## src/rtl/cpu_run_sequencer_if.sv

```systemverilog
`default_nettype none
// ============================================================================
// Module   : cpu_run_sequencer_if
// Purpose  : Control/status bundle between the boot/run sequencer and
//            whatever drives it (test harness, host block).
// Signals  : start      - single-cycle run request
//            run_limit  - run budget in cycles (0 = unlimited)
//            halt_req   - end RUN at the next edge
//            sys_rst    - active-high system reset
//            cpu_rst    - active-high per-channel CPU reset
//            running    - high while the cores run
//            done       - high once the run has finished
//            cycle_cnt  - RUN cycles elapsed
// Modports : master (requester side), slave (sequencer side)
// Revision : 1.0 - initial release
// ============================================================================
interface cpu_run_sequencer_if #(
    parameter int NUM_CH = 1,
    parameter int CNT_W  = 16
);
    logic              start;
    logic [CNT_W-1:0]  run_limit;
    logic              halt_req;
    logic              sys_rst;
    logic [NUM_CH-1:0] cpu_rst;
    logic              running;
    logic              done;
    logic [CNT_W-1:0]  cycle_cnt;

    modport master (
        output start, run_limit, halt_req,
        input  sys_rst, cpu_rst, running, done, cycle_cnt
    );

    modport slave (
        input  start, run_limit, halt_req,
        output sys_rst, cpu_rst, running, done, cycle_cnt
    );
endinterface
`default_nettype wire

```

## src/rtl/cpu_run_sequencer.sv

```systemverilog
`default_nettype none
// ============================================================================
// Module   : cpu_run_sequencer
// Purpose  : Boot/run controller for the pipelined CPU. On start it drives a
//            system-reset phase, a settle gap and a CPU-reset phase, then runs
//            the cores for a programmable budget (or until halted) and flags
//            completion. All outputs are registered.
// Ports    : SysCLK - clock, rising edge
//            RST    - synchronous active-high reset
//            bus    - cpu_run_sequencer_if.slave (start, run_limit, halt_req,
//                     sys_rst, cpu_rst, running, done, cycle_cnt)
// Options  : STAGGER_RELEASE_EN - when defined, channel i leaves CPU reset
//            i*STAGGER_CYC cycles after channel 0; otherwise all channels
//            are released together.
// Revision : 1.0 - initial release
// ============================================================================
module cpu_run_sequencer #(
    parameter int SYS_RST_CYC = 6,
    parameter int SETTLE_CYC  = 10,
    parameter int CPU_RST_CYC = 8,
    parameter int NUM_CH      = 1,
    parameter int STAGGER_CYC = 2,
    parameter int CNT_W       = 16
) (
    input  wire                SysCLK,
    input  wire                RST,
    cpu_run_sequencer_if.slave bus
);
    // Phase counter must reach the value at which CPU_RST hands over to RUN.
    localparam int c_CPU_SPAN = CPU_RST_CYC + (NUM_CH - 1) * STAGGER_CYC;
    localparam int c_PH_MAX0  = (SYS_RST_CYC > SETTLE_CYC) ? SYS_RST_CYC : SETTLE_CYC;
    localparam int c_PH_MAX   = (c_PH_MAX0 > c_CPU_SPAN) ? c_PH_MAX0 : c_CPU_SPAN;
    localparam int c_PH_W     = $clog2(c_PH_MAX + 1);

    localparam logic [c_PH_W-1:0] c_SYS_LAST    = c_PH_W'(SYS_RST_CYC - 1);
    localparam logic [c_PH_W-1:0] c_SETTLE_LAST = c_PH_W'(SETTLE_CYC - 1);
    // RUN begins one edge after the last channel has been released.
`ifdef STAGGER_RELEASE_EN
    localparam logic [c_PH_W-1:0] c_RUN_AT = c_PH_W'(c_CPU_SPAN);
`else
    localparam logic [c_PH_W-1:0] c_RUN_AT = c_PH_W'(CPU_RST_CYC);
`endif

    typedef enum logic [2:0] {
        S_IDLE    = 3'd0,
        S_SYS_RST = 3'd1,
        S_SETTLE  = 3'd2,
        S_CPU_RST = 3'd3,
        S_RUN     = 3'd4,
        S_DONE    = 3'd5
    } state_t;

    state_t            r_state;
    logic [c_PH_W-1:0] r_phase;
    logic [CNT_W-1:0]  r_limit;
    logic              r_sysRst;
    logic [NUM_CH-1:0] r_cpuRst;
    logic              r_running;
    logic              r_done;
    logic [CNT_W-1:0]  r_cycleCnt;

    state_t            w_stateNext;
    logic [c_PH_W-1:0] w_phaseNext;
    logic [CNT_W-1:0]  w_limitNext;
    logic              w_sysRstNext;
    logic [NUM_CH-1:0] w_cpuRstNext;
    logic              w_runningNext;
    logic              w_doneNext;
    logic [CNT_W-1:0]  w_cntNext;
    logic [CNT_W:0]    w_cntInc;
    logic [CNT_W-1:0]  w_cntSat;
    logic              w_limitHit;

    always_ff @(posedge SysCLK) begin
        if (RST) begin
            r_state    <= S_IDLE;
            r_phase    <= '0;
            r_limit    <= '0;
            r_sysRst   <= 1'b1;
            r_cpuRst   <= '1;
            r_running  <= 1'b0;
            r_done     <= 1'b0;
            r_cycleCnt <= '0;
        end else begin
            r_state    <= w_stateNext;
            r_phase    <= w_phaseNext;
            r_limit    <= w_limitNext;
            r_sysRst   <= w_sysRstNext;
            r_cpuRst   <= w_cpuRstNext;
            r_running  <= w_runningNext;
            r_done     <= w_doneNext;
            r_cycleCnt <= w_cntNext;
        end
    end

    always_comb begin
        w_stateNext   = r_state;
        w_phaseNext   = r_phase;
        w_limitNext   = r_limit;
        w_sysRstNext  = r_sysRst;
        w_cpuRstNext  = r_cpuRst;
        w_runningNext = r_running;
        w_doneNext    = r_done;
        w_cntNext     = r_cycleCnt;

        // One extra bit so a saturated counter can never alias a limit match.
        w_cntInc   = {1'b0, r_cycleCnt} + 1'b1;
        w_cntSat   = (&r_cycleCnt) ? r_cycleCnt : w_cntInc[CNT_W-1:0];
        w_limitHit = (r_limit != '0) && (w_cntInc == {1'b0, r_limit});

        case (r_state)
            S_IDLE, S_DONE: begin
                if (bus.start) begin
                    w_stateNext  = S_SYS_RST;
                    w_phaseNext  = '0;
                    w_limitNext  = bus.run_limit;
                    w_sysRstNext = 1'b1;
                    w_cpuRstNext = '1;
                    w_doneNext   = 1'b0;
                end
            end
            S_SYS_RST: begin
                if (r_phase == c_SYS_LAST) begin
                    w_stateNext  = S_SETTLE;
                    w_phaseNext  = '0;
                    w_sysRstNext = 1'b0;
                end else begin
                    w_phaseNext = r_phase + 1'b1;
                end
            end
            S_SETTLE: begin
                if (r_phase == c_SETTLE_LAST) begin
                    w_stateNext = S_CPU_RST;
                    w_phaseNext = '0;
                end else begin
                    w_phaseNext = r_phase + 1'b1;
                end
            end
            S_CPU_RST: begin
                // Released bits stay low because the default is hold.
`ifdef STAGGER_RELEASE_EN
                for (int i = 0; i < NUM_CH; i++) begin
                    if (r_phase == c_PH_W'(CPU_RST_CYC - 1 + i * STAGGER_CYC))
                        w_cpuRstNext[i] = 1'b0;
                end
`else
                if (r_phase == c_PH_W'(CPU_RST_CYC - 1))
                    w_cpuRstNext = '0;
`endif
                if (r_phase == c_RUN_AT) begin
                    w_stateNext   = S_RUN;
                    w_phaseNext   = '0;
                    w_runningNext = 1'b1;
                    w_cntNext     = '0;
                end else begin
                    w_phaseNext = r_phase + 1'b1;
                end
            end
            S_RUN: begin
                w_cntNext = w_cntSat;
                if (bus.halt_req || w_limitHit) begin
                    w_stateNext   = S_DONE;
                    w_runningNext = 1'b0;
                    w_doneNext    = 1'b1;
                    w_cpuRstNext  = '1;
                end
            end
            default: begin
                w_stateNext = S_IDLE;
            end
        endcase
    end

    assign bus.sys_rst   = r_sysRst;
    assign bus.cpu_rst   = r_cpuRst;
    assign bus.running   = r_running;
    assign bus.done      = r_done;
    assign bus.cycle_cnt = r_cycleCnt;
endmodule
`default_nettype wire

```

## src/flat_wrapper.sv

```systemverilog
// flat-port wrapper written by rule: the top's interface ports become plain ports
module cpu_run_sequencer_flat 
#(
    parameter int SYS_RST_CYC = 6,
    parameter int SETTLE_CYC  = 10,
    parameter int CPU_RST_CYC = 8,
    parameter int NUM_CH      = 1,
    parameter int STAGGER_CYC = 2,
    parameter int CNT_W       = 16
)
  (SysCLK, RST, bus_start, bus_run_limit, bus_halt_req, bus_sys_rst, bus_cpu_rst, bus_running, bus_done, bus_cycle_cnt);
  cpu_run_sequencer_if #(.NUM_CH(NUM_CH), .CNT_W(CNT_W)) bus_i ();
  input  wire SysCLK;
  input  wire RST;
  input wire logic [$bits(bus_i.start)-1:0] bus_start;
  input wire logic [$bits(bus_i.run_limit)-1:0] bus_run_limit;
  input wire logic [$bits(bus_i.halt_req)-1:0] bus_halt_req;
  output wire logic [$bits(bus_i.sys_rst)-1:0] bus_sys_rst;
  output wire logic [$bits(bus_i.cpu_rst)-1:0] bus_cpu_rst;
  output wire logic [$bits(bus_i.running)-1:0] bus_running;
  output wire logic [$bits(bus_i.done)-1:0] bus_done;
  output wire logic [$bits(bus_i.cycle_cnt)-1:0] bus_cycle_cnt;
  assign bus_i.start = bus_start;
  assign bus_i.run_limit = bus_run_limit;
  assign bus_i.halt_req = bus_halt_req;
  assign bus_sys_rst = bus_i.sys_rst;
  assign bus_cpu_rst = bus_i.cpu_rst;
  assign bus_running = bus_i.running;
  assign bus_done = bus_i.done;
  assign bus_cycle_cnt = bus_i.cycle_cnt;
  cpu_run_sequencer #(.SYS_RST_CYC(SYS_RST_CYC), .SETTLE_CYC(SETTLE_CYC), .CPU_RST_CYC(CPU_RST_CYC), .NUM_CH(NUM_CH), .STAGGER_CYC(STAGGER_CYC), .CNT_W(CNT_W)) u_core (.SysCLK(SysCLK), .RST(RST), .bus(bus_i));
endmodule
```

## config.mk

```make
export PLATFORM = sky130hd
export DESIGN_NAME = cpu_run_sequencer_flat
export DESIGN_NICKNAME = d
export VERILOG_FILES = /design/src/rtl/cpu_run_sequencer_if.sv /design/src/rtl/cpu_run_sequencer.sv /design/src/flat_wrapper.sv
export SDC_FILE = /design/constraint.sdc
export NUM_CORES = 1
export LEC_CHECK = 0
export CAP_MARGIN = 30
export CORE_ASPECT_RATIO = 0.7
export CORE_MARGIN = 2
export CORE_UTILIZATION = 30
export CTS_CLUSTER_DIAMETER = 100
export DETAILED_ROUTE_END_ITERATION = 10
export GPL_ROUTABILITY_DRIVEN = 0
export PLACE_DENSITY = 0.49
export SLEW_MARGIN = 20
export SYNTH_ARGS = -nofsm -noshare
export SYNTH_HDL_FRONTEND = slang
export SYNTH_SLANG_ARGS = --single-unit
```

## constraint.sdc

```tcl
create_clock -name SysCLK -period 5.1 [get_ports SysCLK]
set_input_delay 1.02 -clock SysCLK [delete_from_list [all_inputs] [get_ports SysCLK]]
set_output_delay 1.02 -clock SysCLK [all_outputs]
set_load 0.005 [all_outputs]
```

==> results of run 1 <==
## final cells by class
type | instances | area (µm²) | share of cell area (%)
sequential | 43 | 861 | 26.3
clock buffer | 6 | 139 | 4.24
inverter | 5 | 18.8 | 0.573
tap | 120 | 150 | 4.58
multi-input combinational | 253 | 1690 | 51.6
clock inverter | 1 | 5.00 | 0.153
timing repair buffer | 41 | 413 | 12.6
## worst max-delay path, stage by stage, from the launching register on
cell and delay, ns:
dfxtp_1 0.50, ha_1 0.31, nand3_1 0.23, or4_1 0.68, o21ai_2 0.74, and2b_2 0.45, o21ai_0 0.15, a21oi_1 0.15
## kinds of logic (layout without fill, tap and decap cells)
family	after synthesis	count (layout)	synth area share [%]
AOI/OAI and AO/OA	84	84	19.8
xor gates and xnor gates	18	18	5.88
adders and majority gates	4	4	1.87
buffers and inverters	27	53	4.95
DFF	43	43	32.1
muxes	17	17	6.35
and+or+nand+nor	130	130	29.0
## cell usage after synthesis, drive strengths merged, types with 3 or more instances
master and number:
nor3 4, nor2 36, a21oi 32, nand3 12, o21ai 23, a31oi 4, xnor2 8, ha 4
and2 3, mux2i 17, nand2b 7, clkbuf 8, and3 4, or4 6, or3 8, nand4 9
nand2 10, buf 14, a211oi 5, nor2b 7, nor4 8, dfxtp 43, nand3b 7, inv 5
xor2 10
## routing by layer
| metal | global-route usage (%) | up-vias |
|---|---|---|
| met4 | 4.06 | 0 |
| met2 | 19.7 | 57 |
| met3 | 3.28 | 6 |
| met5 | 0 | - |
| li1 | - | 1239 |
| met1 | 27.1 | 1143 |
## flip-flops by register name, indices dropped and copies added, names as in the netlist
name / flops
u_core.bus.sys_rst: 1
u_core.r_limit: 16
u_core.r_phase: 4
u_core.bus.running: 1
u_core.bus.done: 1
u_core.r_state: 3
u_core.bus.cycle_cnt: 16
u_core.bus.cpu_rst: 1
## how the worst max path moves through the flow
stage	to	slack [ns]	cells after the start	start
floorplan	u_core.bus.done	2.65	8	u_core.bus.cycle_cnt[0]
global placement	u_core.r_limit[6]	1.96	5	bus_start
detailed placement	u_core.bus.cycle_cnt[5]	1.84	7	u_core.bus.cycle_cnt[0]
CTS	u_core.bus.cycle_cnt[5]	1.83	7	u_core.bus.cycle_cnt[0]
global route	u_core.bus.cycle_cnt[11]	1.54	7	u_core.bus.cycle_cnt[0]
finish	u_core.bus.cycle_cnt[5]	1.80	7	u_core.bus.cycle_cnt[0]
## power by group through the flow
stage	Combinational, µW	Clock [µW]	Sequential [µW]
finish	82.0	323	360
global route	91.0	348	362
CTS	82.9	331	360
detailed placement	82.5	0	368
global placement	80.6	0	368
floorplan	56.9	0	360
## through the flow
step	total power, µW	cell area, µm²	hold WS, ns	setup WS [ns]
4_1_cts	774	3280	0.534	1.83
2_1_floorplan	417	2680	0.481	2.65
6_report	766	3280	0.537	1.80
3_5_place_dp	450	3130	0.525	1.84
3_3_place_gp	448	3120	0.519	1.96
5_1_grt	801	3280	0.579	1.54
==> flow_summary.toml, run 1 <==
[outcome]
status = "finished, final reports clean"

[finish]
fillers = 882
antenna_cells = 0
final_core_util_pct = 38.3
final_common_cell = "dfxtp_1"
layout_common_cells = "dfxtp_1 (43), clkdlybuf4s50_1 (39), nor2_1 (35), a21oi_1 (32), o21ai_0 (18)"
syn_to_final_growth_pct = 22.2
drive_above_1_share_pct = 9.46
nets = 373
final_cell_count_no_fill = 469

[setup_path]
start_kind = "flop"
arrival_ns = 3.50
path_class = "flop to flop"
rr_worst_depth = 7
r2r_setup_slack_ns = 1.80
crit_fanout = 23
r2r_start = "u_core.bus.cycle_cnt[0]"
required_ns = 5.30
regToRegEndpoint = "u_core.bus.cycle_cnt[5]"
end_kind = "flop"

[flow_run]
maxCapViolations = 0

[pwr]
combinationalPowerShare_pct = 10.7
switching_share_pct = 24.1
p_seq_share_pct = 47.1
internal_power_uw = 581
power_switching_uw = 184
power.density_nw_per_um2 = 234
ir_drop_mv = 0.136
leakagePower_uw = 0.00115
clockPowerShare_pct = 42.2

[route]
routed_wl_mm = 7.46
top_layer = "met4"
m1WireLength_mm = 4.08
dr_wl_met3_um = 500
num_vias = 2445
viasPerCell = 5.21
wl_per_cell_um = 15.9
drtIter0Drc = 140
drtAntennaViolNets = 0
drtPass1Iterations = 4
dr_wl_met2_mm = 2.82
drc = 0

[clocking]
clk_latency_ns = 0.28
cts_root_buffer = "clkbuf_16"
clk_path_buf_depth = 2
hold_buffers = 0
htree_levels = 2
postCtsSetupRepairBufs = 0
clk_pin_slew_ns = 0.06
cts_made_buffers = 5
cts_resized = 0
cts_sinks = 43
cts_tree = "yes"

[synthesis]
synth_area_um2 = 2680
synth.largest_area_cell = "dfxtp_1"
ys_seq_area_share_pct = 32.1
syn_avg_cell_area_um2 = 8.30
yosys-top-cells-area = "dfxtp_1 (32%), mux2i_1 (6.3%), a21oi_1 (6.0%)"
ys_seq_elements = 43
synth_cell_types = 60
synth_edf_count = 0
synth_top_area_share_pct = 32.1
syn_inst = 323
yosysWarnings = 0
async_flop_share_pct = 0
synth.net_count = 347
ys.flop_type = "dfxtp_1"

[die]
core_um2 = 8550
die_w_um = 117
dieArea_um2 = 9720
ioPinCount = 40
start_util_pct = 31.4
die_y_um = 83.1
num_rows = 28

[placed_design]
dp.final_hpwl_mm = 5.46
dp_cells = 462
port_buffers = 39

[timing]
slew_viol_final = 0
setup_viol = 0
worst_clock_skew_ns = 0.00207
worst_pin_slew_ns = 0.886
finalSetupTns_ns = 0
fmax_ghz = 0.303
min_period_ns = 3.30
hold_viol_final = 0
fin_crit_sh_pct = 64.8
slew_headroom_pct = 40.8
rsz0062_at_grt = "false"

[global_route]
grt.overflow.total = 0
grt_max_degree = 24
grtUsageTotal_pct = 16.1
grt_pass1_vias = 2241
grt_pass1_wl_mm = 12.3
antenna_found_initial = 0

[worst_hold_path]
min_to = "u_core.r_phase[3]"
holdPathStages = 2
min_path_type = "flop to flop"
hold_start = "u_core.r_phase[3]"
Power figures use the tool's default switching activity.
==> run 2, diff against run 1 <==
==> constraint.sdc (replaced) <==
create_clock -name SysCLK -period 3.2 [get_ports SysCLK]
set_input_delay 0.64 -clock SysCLK [delete_from_list [all_inputs] [get_ports SysCLK]]
set_output_delay 0.64 -clock SysCLK [all_outputs]
set_load 0.005 [all_outputs]
==> flow_summary.toml, run 2 (synthesized netlist as in run 1, its figures left out) <==
[finish]
nets = 381
layout_common_cells = "dfxtp_1 (43), clkdlybuf4s50_1 (39), nor2_1 (35), a21oi_1 (32), o21ai_0 (18)"
multi_input_area_um2 = 1690
final_common_cell = "dfxtp_1"
fillers = 909
ff_latch_area_um2 = 861
syn_to_final_growth_pct = 25.3
antenna_cells = 0
drive_above_1_share_pct = 11.7
final_cell_count_no_fill = 478

[route]
wl_per_cell_um = 15.5
routed_wl_mm = 7.40
drtIter0Drc = 141
viasPerCell = 5.19
drc = 0
drtPass1Iterations = 4
drtAntennaViolNets = 0
num_vias = 2483

[clocking]
cts_resized = 0
cts_tree = "yes"
htree_levels = 2
cts_root_buffer = "clkbuf_16"
cts_made_buffers = 5
hold_buffers = 0
cts_sinks = 43
clk_latency_ns = 0.28
postCtsSetupRepairBufs = 0
clk_path_buf_depth = 2
clk_pin_slew_ns = 0.06

[global_route]
grt.overflow.total = 0
grt_pass1_wl_mm = 12.2
grt_pass1_vias = 2284
grtUsageTotal_pct = 15.7
grt_max_degree = 42
antenna_found_initial = 0

[die]
dieArea_um2 = 9720
die_w_um = 117
ioPinCount = 40
num_rows = 28
start_util_pct = 31.4
die_y_um = 83.1
core_um2 = 8550

[setup_path]
path_class = "flop to flop"
crit_fanout = 6
rr_worst_depth = 7
required_ns = 3.39
end_kind = "flop"
r2r_setup_slack_ns = 0.34
start_kind = "flop"
arrival_ns = 3.05

[timing]
finalSetupTns_ns = 0
rsz0062_at_grt = "false"
setup_viol = 0
hold_viol_final = 0
worst_clock_skew_ns = 0.00589
fin_crit_sh_pct = 89.3
slew_headroom_pct = 60.6
min_period_ns = 2.86
slew_viol_final = 0
fmax_ghz = 0.350
worst_pin_slew_ns = 0.586

[pwr]
leakagePower_uw = 0.00120
ir_drop_mv = 0.211
power.density_nw_per_um2 = 387

[worst_hold_path]
holdPathStages = 2
min_path_type = "flop to flop"

[flow_run]
maxCapViolations = 0

[placed_design]
port_buffers = 39
dp_cells = 470
dp.final_hpwl_mm = 5.49

[outcome]
status = "finished, final reports clean"
[run 2: changes by cell type in the layout (fill, tap and decap cells not counted)]
cell       previous run  this run
bufinv_16             0         1
buf_8                 1         0
buf_4                 1        10
[run 2: path summary, 6_finish.rpt]
check	startpoint	end
worst max-delay path	u_core.bus.cycle_cnt[1]	u_core.bus.done
worst min-delay path	u_core.r_phase[3]	u_core.r_phase[3]
worst max register to register	u_core.bus.cycle_cnt[1]	u_core.bus.done
worst min register to register	u_core.r_phase[3]	u_core.r_phase[3]
[run 2: critical path: stages (launching register included)]
cell and delay [ns]:
dfxtp_1 0.46, ha_1 0.30, nand3_1 0.21, or4_1 0.67
xnor2_1 0.19, nor4_1 0.42, nand4_2 0.24, a221oi_2 0.28
[run 2: cell type report]
type | count | area share (%)
Inverter | 5 | 0.559
Clock buffer | 6 | 4.14
Multi-Input combinational cell | 253 | 50.3
Sequential cell | 43 | 25.6
Clock inverter | 2 | 1.04
Tap cell | 120 | 4.47
Timing Repair Buffer | 49 | 13.9
[run 2: layer usage]
layer	GRT usage [%]	wire (µm)	up-vias
met5	0	0	-
met4	2.25	45	0
met3	3.28	390	6
met2	21.5	2910	62
met1	25.1	4050	1163
li1	-	-	1252
[run 2: per-stage QoR]
stage	setup WS, ns	power (µW)	util, %	hold slack [ns]	instance area, µm²
after global routing	0.124	1350	39.3	0.579	3360
after detailed placement	0.434	715	37.3	0.526	3180
after CTS	0.379	1310	39.3	0.535	3360
after floorplan	0.751	665	-	0.481	2680
final	0.344	1300	39.3	0.538	3360
after global placement	0.474	715	37.3	0.523	3180
[run 2: report_power, final]
| group | internal (µW) | switching [µW] | total (µW) | leakage, µW |
|---|---|---|---|---|
| combinational | 69.2 | 59.7 | 129 | 0.000764 |
| sequential | 551 | 23.1 | 574 | 0.000350 |
| clock | 388 | 208 | 596 | 0.0000868 |
| total | 1010 | 291 | 1300 | 0.00120 |
==> run 3, diff against run 2 <==
--- a/config.mk
+++ b/config.mk
@@ -9,11 +9,11 @@
 export CORE_ASPECT_RATIO = 0.7
 export CORE_MARGIN = 2
 export CORE_UTILIZATION = 30
+export CTS_BUF_LIST = sky130_fd_sc_hd__clkbuf_16
 export CTS_CLUSTER_DIAMETER = 100
 export DETAILED_ROUTE_END_ITERATION = 10
 export GPL_ROUTABILITY_DRIVEN = 0
 export PLACE_DENSITY = 0.49
-export SLEW_MARGIN = 20
 export SYNTH_ARGS = -nofsm -noshare
 export SYNTH_HDL_FRONTEND = slang
 export SYNTH_SLANG_ARGS = --single-unit
==> flow_summary.toml, run 3 (synthesized netlist as in run 1, its figures left out) <==
[finish]
layout_common_cells = "dfxtp_1 (43), clkdlybuf4s50_1 (39), nor2_1 (35), a21oi_1 (32), o21ai_0 (18)"
syn_to_final_growth_pct = 24.9
nets = 381
fin_area_um2 = 3350
final_common_cell = "dfxtp_1"
drive_above_1_share_pct = 11.5
antenna_cells = 0
final_cell_count_no_fill = 478

[pwr]
combinationalPowerShare_pct = 10.1
clockPowerShare_pct = 44.9
design_power_total_uw = 1270
internal_power_uw = 984
leakagePower_uw = 0.00119
switching_share_pct = 22.8
power_switching_uw = 291
p_seq_share_pct = 45.0
power.density_nw_per_um2 = 381
ir_drop_mv = 0.211

[clocking]
hold_buffers = 0
cts_sinks = 43
cts_made_buffers = 5
clk_path_buf_depth = 2
cts_tree = "yes"
htree_levels = 2
postCtsSetupRepairBufs = 0
cts_resized = 0
clk_pin_slew_ns = 0.06
clk_latency_ns = 0.28
cts_root_buffer = "clkbuf_16"

[die]
core_um2 = 8550
die_y_um = 83.1
start_util_pct = 31.4
ioPinCount = 40
num_rows = 28
dieArea_um2 = 9720
die_w_um = 117

[placed_design]
pre_cts_slack_ns = 0.434
placed_area_um2 = 3180
dp_cells = 470
port_buffers = 39
dp.final_hpwl_mm = 5.49

[timing]
fmax_ghz = 0.350
slew_viol_final = 0
min_period_ns = 2.85
worst_clock_skew_ns = 0.00563
rsz0062_at_grt = "false"
worst_pin_slew_ns = 0.586
setup_ws_ns = 0.346
hold_viol_final = 0
finalSetupTns_ns = 0
fin_crit_sh_pct = 89.2
setup_viol = 0
slew_headroom_pct = 60.6

[flow_run]
maxCapViolations = 0

[route]
wl_per_cell_um = 15.4
num_vias = 2471
dr_wl_met2_mm = 2.90
drtPass1Iterations = 4
drtIter0Drc = 144
viasPerCell = 5.17
dr_wl_met3_um = 457
drtAntennaViolNets = 0
m1WireLength_mm = 4.00
drc = 0
top_layer = "met4"
routed_wl_mm = 7.38

[global_route]
grtUsageTotal_pct = 15.7
grt_max_degree = 42
grt_pass1_wl_mm = 12.2
antenna_found_initial = 0
grt.overflow.total = 0
grt_pass1_vias = 2284

[setup_path]
arrival_ns = 3.05
cp.buffers_inverters = 0
rr_worst_depth = 7
required_ns = 3.39
start_kind = "flop"
r2r_start = "u_core.bus.cycle_cnt[1]"
critPathMaxStageDelay_ns = 0.67
regToRegEndpoint = "u_core.bus.done"
path_class = "flop to flop"
setup.worst_path.end = "u_core.bus.done"
cp.depth = 7
critical_path.top_delay_family = "simple AND/OR/NAND/NOR gates"
cp_slowest_cell = "or4_1"
crit_fanout = 6
crit_chain = "ha_1 > nand3_1 > or4_1 > xnor2_1 > nor4_1 > nand4_2 > a221oi_2"
worstSetupStartpoint = "u_core.bus.cycle_cnt[1]"
r2r_setup_slack_ns = 0.35
end_kind = "flop"

[worst_hold_path]
min_path_type = "flop to flop"
holdPathStages = 2

[outcome]
status = "finished, final reports clean"
-- run 3: changes by cell type in the layout (fill, tap and decap cells not counted), sizes merged --
cell,change
clkinv,+1
clkbuf,-1
-- run 3: worst min path at each step --
stage / startpoint / slack [ns] / endpoint
6_report: u_core.r_phase[3] / 0.54 / u_core.r_phase[3]
3_5_place_dp: u_core.r_phase[3] / 0.53 / u_core.r_phase[3]
3_3_place_gp: u_core.r_phase[3] / 0.52 / u_core.r_phase[3]
5_1_grt: u_core.r_phase[3] / 0.58 / u_core.r_phase[3]
2_1_floorplan: u_core.r_phase[3] / 0.48 / u_core.r_phase[3]
4_1_cts: u_core.r_phase[3] / 0.53 / u_core.r_phase[3]
-- run 3: power by group through the flow --
stage,Sequential [µW],Clock [µW],Combinational [µW]
3_3_place_gp,586,0,129
2_1_floorplan,574,0,90.7
4_1_cts,573,588,129
3_5_place_dp,585,0,129
6_report,574,572,129
5_1_grt,576,611,143
-- run 3: stage by stage --
step,hold WS [ns],utilization (%)
after floorplan,0.481,-
after global routing,0.579,39.2
final,0.538,39.2
after CTS,0.535,39.2
after detailed placement,0.526,37.3
after global placement,0.523,37.3
-- run 3: tightest hold or removal path: stages (launching register included) --
cell and delay, ns:
dfxtp_1 0.36, nand2_1 0.08, a21oi_1 0.05
-- run 3: final cells by class --
type                       instances  area, µm²
timing repair buffer              49        465
tap                              120        150
inverter                           5       18.8
clock inverter                     3       38.8
multi-input combinational        253       1690
clock buffer                       5        125
fill                             914       5200
sequential                        43        861
-- run 3: layer usage --
metal / up-vias / track usage (%)
li1: 1253 / -
met1: 1151 / 25.1
met2: 63 / 21.5
met3: 4 / 3.28
met4: 0 / 2.25
met5: - / 0
